**src/rtl/fila_pkg.sv**
```systemverilog
// Shared types and defaults for the fila command front-end (FILA_CMD_AUTOREPEAT_EN adds REPEAT_CYCLES).
// Latency: n/a (declarations only).
// Backpressure: n/a.
package fila_pkg;

    localparam int DATA_W_DEF     = 8;
    localparam int DEPTH_DEF      = 8;
    localparam int DEB_CYCLES_DEF = 20;

`ifdef FILA_CMD_AUTOREPEAT_EN
    localparam int REPEAT_CYCLES = 5000;
`endif

    typedef enum logic [1:0] {
        IDLE   = 2'd0,
        ISSUE  = 2'd1,
        SETTLE = 2'd2
    } cmd_state_t;

    // Unsigned occupancy test; anything at or above capacity counts as full.
    function automatic logic len_full(input int unsigned len, input int unsigned depth);
        return (len >= depth);
    endfunction

endpackage

```
**src/rtl/fila_cmd_btn_debounce.sv**
```systemverilog
// Button conditioner: 2-flop sync, stable-count debounce, one-cycle rise pulse (FILA_CMD_AUTOREPEAT_EN adds hold-repeat).
// Latency: rise_o fires DEB_CYCLES+2 cycles after the raw input settles high.
// Backpressure: none; the pulse is fire-and-forget.
module btn_debounce
    import fila_pkg::*;
#(
    parameter int DEB_CYCLES = DEB_CYCLES_DEF
) (
    input  logic clk_i,
    input  logic rst_ni,
    input  logic btn_i,
    output logic rise_o
);

    localparam int CW = (DEB_CYCLES > 1) ? $clog2(DEB_CYCLES) : 1;
    localparam logic [CW-1:0] CNT_MAX = CW'(DEB_CYCLES - 1);

    logic          sync1_q, sync2_q;
    logic          level_q, level_d;
    logic          rise_q, rise_d;
    logic [CW-1:0] cnt_q, cnt_d;

`ifdef FILA_CMD_AUTOREPEAT_EN
    localparam int RW = $clog2(REPEAT_CYCLES);
    localparam logic [RW-1:0] REP_MAX = RW'(REPEAT_CYCLES - 1);

    logic [RW-1:0] rep_cnt_q, rep_cnt_d;
    logic          rep_fire;

    assign rep_fire = level_q && (rep_cnt_q == REP_MAX);

    always_comb begin
        rep_cnt_d = '0;
        if (level_q && !rep_fire) begin
            rep_cnt_d = rep_cnt_q + 1'b1;
        end
    end

    always_ff @(posedge clk_i or negedge rst_ni) begin
        if (!rst_ni) begin
            rep_cnt_q <= '0;
        end else begin
            rep_cnt_q <= rep_cnt_d;
        end
    end
`endif

    // The counter only runs while the synchronised sample disagrees with the accepted level.
    always_comb begin
        level_d = level_q;
        cnt_d   = '0;
        rise_d  = 1'b0;
        if (sync2_q != level_q) begin
            if (cnt_q == CNT_MAX) begin
                level_d = sync2_q;
                rise_d  = sync2_q;
            end else begin
                cnt_d = cnt_q + 1'b1;
            end
        end
`ifdef FILA_CMD_AUTOREPEAT_EN
        rise_d = rise_d | rep_fire;
`endif
    end

    always_ff @(posedge clk_i or negedge rst_ni) begin
        if (!rst_ni) begin
            sync1_q <= 1'b0;
            sync2_q <= 1'b0;
            level_q <= 1'b0;
            cnt_q   <= '0;
            rise_q  <= 1'b0;
        end else begin
            sync1_q <= btn_i;
            sync2_q <= sync1_q;
            level_q <= level_d;
            cnt_q   <= cnt_d;
            rise_q  <= rise_d;
        end
    end

    assign rise_o = rise_q;

endmodule

```
**src/rtl/fila_cmd.sv**
```systemverilog
// Turns raw enqueue/dequeue buttons into guarded one-cycle fila strobes (FILA_CMD_AUTOREPEAT_EN enables hold-repeat).
// Latency: 1 cycle from debounced edge when idle, 2 when queued behind another command.
// Backpressure: full/empty rejects with an err pulse; a repeat request while one is pending is dropped.
module fila_cmd
    import fila_pkg::*;
#(
    parameter int DATA_W     = DATA_W_DEF,
    parameter int DEPTH      = DEPTH_DEF,
    parameter int DEB_CYCLES = DEB_CYCLES_DEF
) (
    input  logic              clk_10KHz,
    input  logic              reset,
    input  logic              btn_enq,
    input  logic              btn_deq,
    input  logic [DATA_W-1:0] sw_data,
    input  logic [DATA_W-1:0] len_in,
    output logic [DATA_W-1:0] data_out,
    output logic              enqueue_out,
    output logic              dequeue_out,
    output logic              err_full,
    output logic              err_empty,
    output logic              busy
);

    cmd_state_t        state_q, state_d;
    logic              pend_enq_q, pend_enq_d;
    logic              pend_deq_q, pend_deq_d;
    logic [DATA_W-1:0] data_q, data_d;
    logic              enq_req, deq_req;
    logic              enq_clr;
    logic              any_work;
    logic              q_empty, q_full;

    btn_debounce #(.DEB_CYCLES(DEB_CYCLES)) u_deb_enq (
        .clk_i  (clk_10KHz),
        .rst_ni (reset),
        .btn_i  (btn_enq),
        .rise_o (enq_req)
    );

    btn_debounce #(.DEB_CYCLES(DEB_CYCLES)) u_deb_deq (
        .clk_i  (clk_10KHz),
        .rst_ni (reset),
        .btn_i  (btn_deq),
        .rise_o (deq_req)
    );

    assign q_empty  = (len_in == '0);
    assign q_full   = len_full(32'(len_in), DEPTH);
    assign any_work = pend_enq_q | pend_deq_q | enq_req | deq_req;

    // ISSUE acts on latched flags only, so a request arriving in ISSUE waits for the next slot.
    always_comb begin
        state_d     = state_q;
        pend_enq_d  = pend_enq_q | enq_req;
        pend_deq_d  = pend_deq_q | deq_req;
        enq_clr     = 1'b0;
        enqueue_out = 1'b0;
        dequeue_out = 1'b0;
        err_full    = 1'b0;
        err_empty   = 1'b0;
        unique case (state_q)
            IDLE: begin
                if (any_work) state_d = ISSUE;
            end
            ISSUE: begin
                state_d = SETTLE;
                if (pend_deq_q) begin
                    if (q_empty) err_empty   = 1'b1;
                    else         dequeue_out = 1'b1;
                    pend_deq_d = deq_req;
                end else if (pend_enq_q) begin
                    if (q_full) err_full    = 1'b1;
                    else        enqueue_out = 1'b1;
                    pend_enq_d = enq_req;
                    enq_clr    = 1'b1;
                end
            end
            SETTLE: begin
                state_d = any_work ? ISSUE : IDLE;
            end
            default: state_d = IDLE;
        endcase
    end

    always_comb begin
        data_d = data_q;
        if (enq_req && (!pend_enq_q || enq_clr)) begin
            data_d = sw_data;
        end
    end

    always_ff @(posedge clk_10KHz or negedge reset) begin
        if (!reset) begin
            state_q    <= IDLE;
            pend_enq_q <= 1'b0;
            pend_deq_q <= 1'b0;
            data_q     <= '0;
        end else begin
            state_q    <= state_d;
            pend_enq_q <= pend_enq_d;
            pend_deq_q <= pend_deq_d;
            data_q     <= data_d;
        end
    end

    assign data_out = data_q;
    assign busy     = (state_q != IDLE);

endmodule

```
**config.mk**
```make
export PLATFORM = sky130hd
export DESIGN_NAME = fila_cmd
export DESIGN_NICKNAME = d
export VERILOG_FILES = /design/src/rtl/fila_pkg.sv /design/src/rtl/fila_cmd_btn_debounce.sv /design/src/rtl/fila_cmd.sv
export SDC_FILE = /design/constraint.sdc
export NUM_CORES = 1
export LEC_CHECK = 0
export CAP_MARGIN = 5
export CORE_MARGIN = 2
export CORE_UTILIZATION = 40
export CTS_CLUSTER_SIZE = 10
export DETAILED_ROUTE_END_ITERATION = 8
export DONT_BUFFER_PORTS = 1
export PLACE_DENSITY = 0.62
export SYNTH_ARGS = -nofsm -noshare
export SYNTH_HDL_FRONTEND = slang
export SYNTH_SLANG_ARGS = --single-unit
```
**constraint.sdc**
```tcl
create_clock -name clk_10KHz -period 3.69 [get_ports clk_10KHz]
set_input_delay 0.9225 -clock clk_10KHz [delete_from_list [all_inputs] [get_ports clk_10KHz]]
set_output_delay 0.9225 -clock clk_10KHz [all_outputs]
set_load 0.1 [all_outputs]
```
==> impl_metrics.yaml <==
pwr:
  seqPwrFrac_pct: 66.3
  power_density_nw_per_um2: 426
  p_clk_share_pct: 30.4
  p_int_uw: 419
  pwr-share-comb_pct: 3.3
  total_power_uw: 576
  switching_share_pct: 27.4
  leakage_uw: 0.000621
  ir_drop_mv: 0.208
  p_sw_uw: 158
final_layout:
  syn_to_final_growth_pct: 10.5
  post-route-cell-area_um2: 1350
  final_cell_mix: "dfrtp_1, mux2_2, nor2_1"
  utilization_pct: 45.5
  antennaDiodeCount: 0
  drive_above_1_share_pct: 26.9
  final_common_cell: "dfrtp_1"
  nets: 126
setup_path:
  critPathMaxStageDelay_ns: 0.31
  critPathCaptureType: "output port"
  crit_chain: "nor3_1 > nand2_1 > nor3_4 > buf_4"
  worst-setup-path-type: "primary input to output port"
  critPathTopFamily: "simple AND/OR/NAND/NOR gates"
  cp_max_fo: 3
  worst-path-buf-inv: 1
  critPathLaunchType: "primary input"
  critPathSlowestCell: "nor3_1"
  cp.arrival_ns: 1.92
  path_depth: 4
  reg2regPathDepth: 3
  required_ns: 2.77
placement:
  numPortBuffers: 0
  dp_hpwl_mm: 1.34
  gp_congestion: 0.694
  postPlaceCellArea_um2: 1310
synthesis:
  ys_types: 28
  synth_nets: 116
  ys_ff_latch: 30
  synth_warnings: 0
  avgSynthCellArea_um2: 13.0
  synth.largest_area_cell: "dfrtp_1"
  synthArstFlopShare_pct: 100
  netlist.area_leader.share_pct: 61.3
  synthFlopType: "dfrtp_1"
  yosysSeqAreaShare_pct: 61.3
  netlist_area_um2: 1220
  syn_inst: 94
  synth_area_leaders: "dfrtp_1, mux2_2, xor2_1, nor2_1, ha_1"
  synth_edf_count: 0
drt:
  vias: 716
  wl_per_cell_um: 13.6
  detail_route.iter0.violations: 11
  postRouteAntennaNets: 0
  drt_wl_total_mm: 1.86
  first_pass_iters: 2
  viasPerCell: 5.23
  drt_drc_violations_left: 0
floorplanning:
  io_pins: 33
  die_h_um: 59.3
  dieArea_um2: 3520
  core-area_um2: 2980
  fp-row-count: 20
  die_x_um: 59.3
  initial_utilization_pct: 41.1
grt:
  grt_first_pass_wirelength_mm: 3.14
  grtUsageTotal_pct: 13.0
  grt_pass1_vias: 743
  antenna_found_initial: 0
  grt_overflow: 0
  grt_max_degree: 31
clocking:
  clkLatencyLatePin_ns: 0.32
  cts_buffers: 5
  h-tree-depth: 2
  clockBufferDepth: 2
  postCtsHoldBufs: 0
  cts.reportedPaths.clkPinSlew_ns: 0.09
  cts_root_buf: "clkbuf_4"
  cts_sinks: 30
  cts_tree: "built"
  cts_resized: 0
  postCtsSetupBuffers: 0
timing:
  rsz0062_at_grt: "no"
  hold_viol: 0
  finClkSkew_ns: 0.00774
  slew_headroom_pct: 39.9
  maxSlewViolCount: 0
  tightestPinTransition_ns: 0.902
  period_share_pct: 77.1
  setup_viol: 0
  final.min_clock_period_ns: 2.84
  fmax_mhz: 352
  finalSetupTns_ns: 0
worst_hold_path:
  hp-class: "primary input to asynchronous set/reset pin"
job:
  cap_violations: 0
run_status:
  status: "complete, no violations"
## worst paths after layout
path / slack [ns] / startpoint / to
worst max register to register: 2.35 / u_deb_enq.cnt_q[3] / u_deb_enq.level_q
max in group asynchronous: 3.33 / reset / u_deb_deq.cnt_q[4]
worst min register to register: 0.36 / u_deb_deq.sync1_q / u_deb_deq.sync2_q
worst max-delay path: 0.85 / len_in[3] / err_empty
min in group clk_10KHz: 0.36 / u_deb_deq.sync1_q / u_deb_deq.sync2_q
worst min-delay path: 0.28 / reset / u_deb_enq.cnt_q[0]
## metal layers
metal | GRT usage, % | vias to the layer above | wire length (um)
met5 | 0 | - | 0
met4 | 11.7 | 0 | 23
met3 | 4.59 | 2 | 88
met2 | 18.7 | 19 | 904
met1 | 14.9 | 353 | 841
li1 | - | 342 | -
## registers in the layout (all words and copies together), names as in the netlist, 2 cells and up
register	count
data_out	8
state_q	2
u_deb_deq.cnt_q	5
u_deb_enq.cnt_q	5
## worst register-to-register path: cells and delay by family (launching register included)
family / cells / cell delay (ns)
flip-flops: 1 / 0.42
multiplexers: 1 / 0.36
AND/OR/NAND/NOR: 2 / 0.46
## metrics by stage
stage / hold WS (ns) / setup WS, ns / std cells
floorplan: 0.331 / 0.230 / 94
global placement: 0.336 / 0.914 / 130
detailed placement: 0.343 / 0.806 / 130
CTS: 0.258 / 0.801 / 137
global route: 0.252 / 0.751 / 137
finish: 0.283 / 0.846 / 137
## power by group through the flow
stage / clock network (uW) / registers [uW] / logic (uW)
floorplan: 0 / 386 / 16.0
global placement: 0 / 388 / 18.3
detailed placement: 0 / 389 / 19.2
CTS: 184 / 382 / 19.5
global route: 197 / 384 / 22.6
finish: 175 / 382 / 19.0
## layout make-up
class / instances / area (um^2)
flip-flops and latches: 30 / 751
repair buffers: 3 / 22.5
multi-input cells: 61 / 480
clock inverters: 2 / 10.0
well taps: 33 / 41.3
inverters: 3 / 11.3
clock buffers: 5 / 37.5
fillers: 266 / 1620
## kinds of logic after synthesis
group / count (synthesis) / share of synthesized area [%]
mux: 10 / 9.19
flops: 30 / 61.3
xor+xnor: 6 / 4.29
fa+ha+maj: 2 / 2.04
simple gates: 34 / 16.4
buf+inv: 3 / 0.919
compound gates: 9 / 5.82
## cells in the mapped netlist, types with 2 or more instances
library cell and number:
a21oi_1 3, ha_1 2, nand2b_1 3, xnor2_1 2, o21bai_1 2, nor3_1 3, dfrtp_1 30, nor2b_1 2
mux2_2 10, nand3_1 3, xor2_1 4, nand2_1 5, inv_1 3, nor2_1 8
No activity file was read; power rests on OpenSTA's default activity.
